### src/rtl/valid_stretch_mc.sv
`timescale 1ns/1ps
`default_nettype none
// ============================================================================
// Module      : valid_stretch_mc
// Description : Multi-channel valid-window generator. A trigger on a channel
//               opens an o_valid window exactly cfg_len clocks long, with
//               optional retrigger extension, post-window holdoff, edge or
//               level triggering, synchronous clear and a per-channel done
//               pulse on the last high cycle of a completed window.
// Revision    : 1.0 - initial release
// ============================================================================
module valid_stretch_mc #(
    parameter int NUM_CH    = 4,
    parameter int LEN_W     = 10,
    parameter int HOLDOFF   = 0,
    parameter int EDGE_TRIG = 0
) (
    input  logic              clk,
    input  logic              reset_n,
    input  logic [LEN_W-1:0]  cfg_len,
    input  logic              cfg_retrig,
    input  logic              i_clear,
    input  logic [NUM_CH-1:0] i_valid,
    output logic [NUM_CH-1:0] o_valid,
    output logic [NUM_CH-1:0] o_done,
    output logic              o_busy
);

    localparam logic [1:0]       c_idle    = 2'd0;
    localparam logic [1:0]       c_active  = 2'd1;
    localparam logic [1:0]       c_hold    = 2'd2;
    localparam logic [LEN_W-1:0] c_one     = LEN_W'(1);
    localparam logic [LEN_W-1:0] c_hold_m1 = (HOLDOFF > 0) ? LEN_W'(HOLDOFF - 1) : '0;

    logic [1:0]        state_q [NUM_CH];
    logic [1:0]        state_d [NUM_CH];
    logic [LEN_W-1:0]  cnt_q   [NUM_CH];
    logic [LEN_W-1:0]  cnt_d   [NUM_CH];
    logic [NUM_CH-1:0] prev_q;
    logic [NUM_CH-1:0] prev_d;
    logic [NUM_CH-1:0] valid_q;
    logic [NUM_CH-1:0] valid_d;
    logic              busy_q;
    logic              busy_d;

    logic              w_len_nz;
    logic [NUM_CH-1:0] w_trig;
    logic [NUM_CH-1:0] w_reload;

    // Qualify triggers: edge/level selection and window-extension requests
    always_comb begin
        w_len_nz = |cfg_len;
        w_trig   = (EDGE_TRIG != 0) ? (i_valid & ~prev_q) : i_valid;
        w_reload = '0;
        for (int ch = 0; ch < NUM_CH; ch++) begin
            w_reload[ch] = cfg_retrig & w_trig[ch] & w_len_nz & (state_q[ch] == c_active);
        end
    end

    // State register: per-channel FSM state, counters, edge history, outputs
    always_ff @(posedge clk or negedge reset_n) begin
        if (!reset_n) begin
            for (int ch = 0; ch < NUM_CH; ch++) begin
                state_q[ch] <= c_idle;
                cnt_q[ch]   <= '0;
            end
            prev_q  <= '0;
            valid_q <= '0;
            busy_q  <= 1'b0;
        end else begin
            for (int ch = 0; ch < NUM_CH; ch++) begin
                state_q[ch] <= state_d[ch];
                cnt_q[ch]   <= cnt_d[ch];
            end
            prev_q  <= prev_d;
            valid_q <= valid_d;
            busy_q  <= busy_d;
        end
    end

    // Next-state logic: clear wins over everything, then per-state transitions
    always_comb begin
        // Edge history keeps tracking the input even while clearing
        prev_d = i_valid;
        for (int ch = 0; ch < NUM_CH; ch++) begin
            state_d[ch] = state_q[ch];
            cnt_d[ch]   = cnt_q[ch];
            if (i_clear) begin
                state_d[ch] = c_idle;
                cnt_d[ch]   = '0;
            end else begin
                case (state_q[ch])
                    c_idle: begin
                        if (w_trig[ch] && w_len_nz) begin
                            state_d[ch] = c_active;
                            cnt_d[ch]   = cfg_len - c_one;
                        end
                    end
                    c_active: begin
                        if (w_reload[ch]) begin
                            cnt_d[ch] = cfg_len - c_one;
                        end else if (cnt_q[ch] == '0) begin
                            if (HOLDOFF > 0) begin
                                state_d[ch] = c_hold;
                                cnt_d[ch]   = c_hold_m1;
                            end else begin
                                state_d[ch] = c_idle;
                                cnt_d[ch]   = '0;
                            end
                        end else begin
                            cnt_d[ch] = cnt_q[ch] - c_one;
                        end
                    end
                    c_hold: begin
                        if (cnt_q[ch] == '0) begin
                            state_d[ch] = c_idle;
                        end else begin
                            cnt_d[ch] = cnt_q[ch] - c_one;
                        end
                    end
                    default: begin
                        state_d[ch] = c_idle;
                        cnt_d[ch]   = '0;
                    end
                endcase
            end
        end
    end

    // Output logic: registered valid/busy follow next state; done is the
    // final cycle of a window that is neither extended nor aborted
    always_comb begin
        valid_d = '0;
        busy_d  = 1'b0;
        o_done  = '0;
        for (int ch = 0; ch < NUM_CH; ch++) begin
            valid_d[ch] = (state_d[ch] == c_active);
            busy_d      = busy_d | (state_d[ch] != c_idle);
            o_done[ch]  = (state_q[ch] == c_active) && (cnt_q[ch] == '0)
                          && !i_clear && !w_reload[ch];
        end
    end

    assign o_valid = valid_q;
    assign o_busy  = busy_q;

endmodule
`default_nettype wire

### config.mk
export PLATFORM = sky130hd
export DESIGN_NAME = valid_stretch_mc
export DESIGN_NICKNAME = d
export VERILOG_FILES = /design/src/rtl/valid_stretch_mc.sv
export SDC_FILE = /design/constraint.sdc
export NUM_CORES = 1
export LEC_CHECK = 0
export CAP_MARGIN = 20
export CORE_MARGIN = 2
export CORE_UTILIZATION = 58
export DETAILED_ROUTE_END_ITERATION = 16
export GPL_ROUTABILITY_DRIVEN = 0
export PLACE_DENSITY = 0.81
export SLEW_MARGIN = 20
export SYNTH_ARGS = -nofsm -noshare
export SYNTH_HDL_FRONTEND = slang
export SYNTH_SLANG_ARGS = --single-unit
### constraint.sdc
create_clock -name clk -period 3.19 [get_ports clk]
set_clock_uncertainty 0.15 [all_clocks]
set_input_delay 0.638 -clock clk [delete_from_list [all_inputs] [get_ports clk]]
set_output_delay 0.638 -clock clk [all_outputs]
set_load 0.01 [all_outputs]
==> impl_metrics.yaml, run 1 <==
clock_tree:
  cts.path.max_buffers: 2
  clk-insertion-delay-late_ps: 320
  number_of_h_tree_levels: 2
  clk_pin_slew_worst_setup_hold_paths_ps: 110
  cts_made_buffers: 5
  tritoncts: "built"
  root_buffer: "clkbuf_8"
  tritoncts_num_sinks: 53
synthesis:
  yosysTopAreaCell: "dfrtp_1"
  ys_flop_type: "dfrtp_1"
  async_flop_share_pct: 100
  mappedNetlistNets: 467
  post_synthesis_cells: 443
  post_synth_main_area_contributors: "dfrtp_1 (35%), nor2_1 (4.1%), o221ai_1 (3.7%)"
  yosysTopAreaCellShare_pct: 34.6
  synth.distinct_cells: 74
  synthesis.area_per_instance_sq_um: 8.65
  synth-edff-count: 0
  syn-cell-area_sq_mm: 0.00383
  postSynthRegisterBits: 53
  ys_warnings: 0
  synth_seq_area_share_pct: 34.6
job:
  max_cap_violations: 0
finish:
  finish.instance_area_sq_mm: 0.00469
  design.final.nets: 547
  utilization_pct: 73.5
  post_route_cells_drive_above_1_share_pct: 20.6
  most-common-layout-cells: "buf_4 (63), dfrtp_1 (53), nor2_1 (42)"
  final_common_cell: "buf_4"
  n_antenna_cell: 0
  area_growth_pct: 22.5
route:
  detail_routed_net_length_per_standard_cell_um: 18.4
  wl_um: 11100
  drc_violation_count_after_routing: 0
  initialDrtViolationCount: 430
  drtAntennaViolNets: 0
  drtPass1Iterations: 5
  detailroute.via_count: 3997
  detail_route.vias_per_cell: 6.65
setup_path:
  arrival_ps: 2340
  start_kind: "primary input"
  worstPathMaxFanout: 4
  worstPathRequired_ps: 2400
  path_cells: "clkdlybuf4s15_1 > inv_1 > ha_2 > or4b_4 > buf_6 > o31ai_4 > buf_4 > and3_4 > buf_6"
  worst_path_max_delay_cell: "or4b_4"
  cp_slowest_stage_delay_ps: 520
  setup.worst_path.end_class: "primary output"
  crit_path_frequent_cell: "buf_6"
  critPathKind: "primary input to primary output"
placed_design:
  post_dp_cell_area_sq_mm: 0.00453
  buffer_ports.inserted: 26
  dp_slack_ps: -718
  hpwlAfterDp_um: 8190
floorplan:
  dieHeight_um: 85.3
  ios: 27
  floorplan.die_area_sq_mm: 0.00727
  start_util_pct: 60.0
  floorplan.rows: 29
  fp.coreArea_sq_mm: 0.00639
  die_width_um: 85.3
power:
  worst_ir_drop_vdd_mv: 0.319
  power.total_w: 0.00194
  power.static_leakage_nw: 2.07
  power_density_mw_per_mm2: 413
grt:
  first_pass_grt_wire_length_um: 18300
  globalRoute.totalOverflow: 0
  vias_in_the_first_global_route: 3892
  antenna_found_initial: 0
  groute.layer.met3.usage_pct: 4.57
  grtUsageTotal_pct: 31.4
  grt_max_degree: 28
  groute.layer.met1.usage_pct: 44.1
  grt_busiest_layer: "met2"
  grtUsageMet2_pct: 49.9
timing:
  layout_setup_ws_ps: 61.1
  post-route-period-util_pct: 98.1
  finalCriticalPeriod_ps: 3130
  finalSetupViolations: 0
  finalSetupTns_ps: 0
  timing_hold_violations_final: 0
  finalMaxSlewViolations: 0
  max-slew-margin-rel_pct: 58.1
  tightest_slew_ps: 620
  fmax_ghz: 0.320
run_status:
  outcome: "complete, no violations"
worst_hold_path:
  type_of_the_tightest_min_delay_check: "primary input to async pin"
==> state kept, by name, summed over array words and instances (netlist names) <==
name     cells
cnt_q       40
o_busy       1
o_valid      4
state_q      8
==> worst paths after layout <==
check                                      start                    end  slack (ps)  depth (start not counted)
hold / removal                           reset_n  cnt_q[11]$_DFFE_PN0P_          80                          1
hold reg to reg            cnt_q[31]$_DFFE_PN0P_  cnt_q[31]$_DFFE_PN0P_         380                          2
min in group clk           cnt_q[31]$_DFFE_PN0P_  cnt_q[31]$_DFFE_PN0P_         380                          2
setup reg to reg           cnt_q[30]$_DFFE_PN0P_       o_busy$_DFF_PN0_         280                          8
max in group asynchronous                reset_n  cnt_q[29]$_DFFE_PN0P_        2190                          2
setup / recovery                      cfg_len[1]              o_done[3]          60                          9
==> metrics by stage <==
stage	hold slack [ps]	instances
after detailed placement	362	589
final	77.3	601
after global routing	112	601
after floorplan	192	443
after global placement	344	589
after CTS	103	600
==> power breakdown <==
| part | leakage (nW) | switching [W] | total, W | internal (W) |
|---|---|---|---|---|
| sequential | 0.698 | 0.0000917 | 0.000833 | 0.000742 |
| clock | 0.0374 | 0.000247 | 0.000402 | 0.000156 |
| combinational | 1.33 | 0.000379 | 0.000705 | 0.000326 |
| total | 2.07 | 0.000717 | 0.00194 | 0.00122 |
==> kinds of logic after synthesis <==
group,share of synthesized area (%)
multiplexers,0.523
flip-flops,34.6
AO/OA/AOI/OAI,27.3
buffers and inverters,5.49
AND/OR/NAND/NOR,28.0
adder cells (fa/ha/maj),1.96
XOR/XNOR,2.06
==> repair_timing <==
action	in CTS	in global routing
pin swaps	3	5
hold buffers	0	0
endpoints found under the setup margin	4	4
setup buffers	3	1
cloned	0	0
resized for setup	33	5
==> cell type report <==
type	count	area [sq um]
inverters	28	105
flip-flops and latches	53	1330
well taps	77	96.3
clock buffers	6	72.6
repair buffers	90	729
fillers	473	1690
multi-input cells	345	2350
clock inverters	2	15.0
==> cell usage after synthesis, drive strengths merged (8+ instances only) <==
master / instances
nand2: 34
dfrtp: 53
a21boi: 8
inv: 28
o21ai: 18
clkbuf: 11
nor4: 14
a21oi: 16
nand3: 11
o31ai: 11
o221ai: 16
nor2b: 11
nor3: 18
or3: 9
nor2: 42
==> critical path, delay by kind of cell <==
kind	cells	cell delay [ps]
AO/OA/AOI/OAI	1	200
adder cells (fa/ha/maj)	1	180
buffers and inverters	5	630
AND/OR/NAND/NOR	2	690
==> metal layers <==
layer	wire, um	share of wire (%)
met4	302	2.7
met5	0	0
met1	4910	44
met2	5090	46
met3	775	7.0
Note: power is estimated with default switching activity, not from simulation.
==> run 2, diff against run 1 <==
--- a/config.mk
+++ b/config.mk
@@ -10,6 +10,7 @@
 export CORE_UTILIZATION = 58
 export DETAILED_ROUTE_END_ITERATION = 16
 export GPL_ROUTABILITY_DRIVEN = 0
+export GPL_TIMING_DRIVEN = 1
 export PLACE_DENSITY = 0.81
 export SLEW_MARGIN = 20
 export SYNTH_ARGS = -nofsm -noshare
==> results of run 2 <==
No change in the layout: final DEF, timing and power equal those of run 1.
==> run 3, diff against run 2 <==
--- a/config.mk
+++ b/config.mk
@@ -7,11 +7,11 @@
 export LEC_CHECK = 0
 export CAP_MARGIN = 20
 export CORE_MARGIN = 2
-export CORE_UTILIZATION = 58
+export CORE_UTILIZATION = 60
 export DETAILED_ROUTE_END_ITERATION = 16
 export GPL_ROUTABILITY_DRIVEN = 0
-export GPL_TIMING_DRIVEN = 1
-export PLACE_DENSITY = 0.81
+export GPL_TIMING_DRIVEN = 0
+export PLACE_DENSITY = 0.83
 export SLEW_MARGIN = 20
 export SYNTH_ARGS = -nofsm -noshare
 export SYNTH_HDL_FRONTEND = slang
==> run 3 against run 2 <==
Against the previous run: combinational power decreased by 7.2%; maximum frequency is essentially flat; routed wire length decreased by 1.5%; critical path depth unchanged; die area decreased by 3.2%; critical path type unchanged; critical endpoint is now o_done[2].
==> impl_metrics.yaml, run 3 (synthesized netlist as in run 1, its figures left out) <==
timing:
  finalSetupViolations: 0
  finalMaxSlewViolations: 0
  rsz0062_at_grt: "false"
  max-slew-margin-rel_pct: 46.2
  tightest_slew_ps: 801
  finalCriticalPeriod_ps: 3130
  post-route-period-util_pct: 98.0
  fmax_ghz: 0.320
  timing_hold_violations_final: 0
run_status:
  outcome: "complete, no violations"
setup_path:
  path_depth: 9
  cp.buffers_inverters: 4
  worst_path_max_delay_cell: "or4b_4"
  cp_slowest_stage_delay_ps: 550
  setup.worst_path.end_class: "primary output"
  r2r_setup_slack_ps: 170
  regToRegEndpoint: "cnt_q[6]$_DFFE_PN0P_"
  timing.critical_path.max_delay_family: "simple AND/OR/NAND/NOR gates"
  worstPathRequired_ps: 2400
  critPathKind: "primary input to primary output"
  worstPathMaxFanout: 7
  path_cells: "buf_8 > inv_4 > ha_4 > or4b_4 > nor3_4 > buf_6 > o21ai_1 > nor3_1 > buf_2"
  r2r_cells: 7
  r2r_start: "cnt_q[0]$_DFFE_PN0P_"
  start_kind: "primary input"
  arrival_ps: 2340
power:
  power.total_w: 0.00188
  worst_ir_drop_vdd_mv: 0.317
  power.static_leakage_nw: 1.92
  power_density_mw_per_mm2: 420
route:
  initialDrtViolationCount: 470
  detail_route.vias_per_cell: 6.90
  wl_um: 10900
  detail_routed_net_length_per_standard_cell_um: 19.2
  detailroute.via_count: 3911
  drc_violation_count_after_routing: 0
  drtPass1Iterations: 6
  drtAntennaViolNets: 0
clock_tree:
  tritoncts_num_sinks: 53
  number_of_h_tree_levels: 2
  tritoncts: "built"
  clk_pin_slew_worst_setup_hold_paths_ps: 90
  root_buffer: "clkbuf_8"
  cts_made_buffers: 5
  clk-insertion-delay-late_ps: 300
  cts.path.max_buffers: 2
grt:
  grtUsageTotal_pct: 31.3
  grt_max_degree: 54
  first_pass_grt_wire_length_um: 17600
  vias_in_the_first_global_route: 3577
  antenna_found_initial: 0
  globalRoute.totalOverflow: 0
finish:
  design.final.nets: 514
  flip_flop_count_of_the_largest_register_after_layout: 40
  post_route_cells_drive_above_1_share_pct: 15.3
  largest_register: "cnt_q"
  n_antenna_cell: 0
  final_common_cell: "dfrtp_1"
  finalNonFillerCells: 567
  most-common-layout-cells: "dfrtp_1 (53), nor2_1 (42), nand2_1 (34)"
  area_growth_pct: 16.6
placed_design:
  hpwlAfterDp_um: 7540
  placed_cells_incl_taps: 546
  buffer_ports.inserted: 26
floorplan:
  ios: 27
  start_util_pct: 61.0
  dieHeight_um: 83.9
  floorplan.die_area_sq_mm: 0.00704
  fp.coreArea_sq_mm: 0.00628
  floorplan.rows: 29
  die_width_um: 83.9
job:
  max_cap_violations: 0
worst_hold_path:
  type_of_the_tightest_min_delay_check: "primary input to async pin"
==> run 3: cell count changes in the layout (fill, tap and decap cells not counted), sizes merged, moves of 3 or more <==
| cell | delta |
|---|---|
| buf | -41 |
| clkbuf | +13 |
| clkdlybuf4s50 | -3 |
| dlygate4sd2 | +3 |
==> run 3: routing by layer <==
layer	share of wire (%)	vias up	GRT usage [%]
met4	2.7	0	10.7
met5	0	-	0
li1	-	1791	-
met3	9.8	34	5.24
met2	47	205	49.4
met1	40	1881	43.7
==> run 3: worst max path at each step <==
stage | startpoint | end
5_1_grt | cfg_len[0] | o_busy$_DFF_PN0_
3_5_place_dp | cfg_len[0] | o_done[0]
3_3_place_gp | cfg_len[0] | o_done[0]
6_report | cfg_len[0] | o_done[2]
4_1_cts | cfg_len[1] | o_done[2]
2_1_floorplan | cfg_len[0] | o_done[0]
==> run 3: cell type report <==
class                   count  area [sq um]
repair buffers             43           358
multi-input cells         345          2400
clock buffers               7          86.3
fillers                   501          1810
inverters                  28           108
plain buffers              14          93.8
well taps                  77          96.3
flip-flops and latches     53          1330
==> run 3: where the power goes <==
part           leakage, nW  internal (W)  switching, W
clock network       0.0443      0.000173      0.000221
registers            0.698      0.000742     0.0000869
logic                 1.18      0.000277      0.000377
==> run 3: repair_timing <==
item / CTS / global route
gates cloned: 0 / 0
hold buffers: 0 / 0
hold endpoints to repair: 0 / 0
resized for setup: 50 / 19
pin swaps: 8 / 5
endpoints found under the setup margin: 42 / 10
setup buffers: 15 / 3
==> run 3: worst reg2reg max path: stages (launching register included) <==
cell	delay [ps]
dfrtp_1	430
inv_1	70
ha_1	220
or4b_2	670
nor4_1	410
a21boi_0	170
a2111oi_0	640
a221o_1	200
==> run 3: through the flow <==
| stage | instance area [sq um] | hold WS, ps | setup slack (ps) | utilization (%) | TNS, ps |
|---|---|---|---|---|---|
| 3_3_place_gp | 4190 | 340 | -1360 | 66.7 | -38240 |
| 6_report | 4470 | 214 | 62.6 | 71.2 | 0 |
| 3_5_place_dp | 4190 | 347 | -1380 | 66.7 | -28500 |
| 4_1_cts | 4440 | 239 | 3.20 | 70.7 | 0 |
| 2_1_floorplan | 3830 | 192 | 99.3 | - | 0 |
| 5_1_grt | 4470 | 277 | 0.817 | 71.2 | 0 |
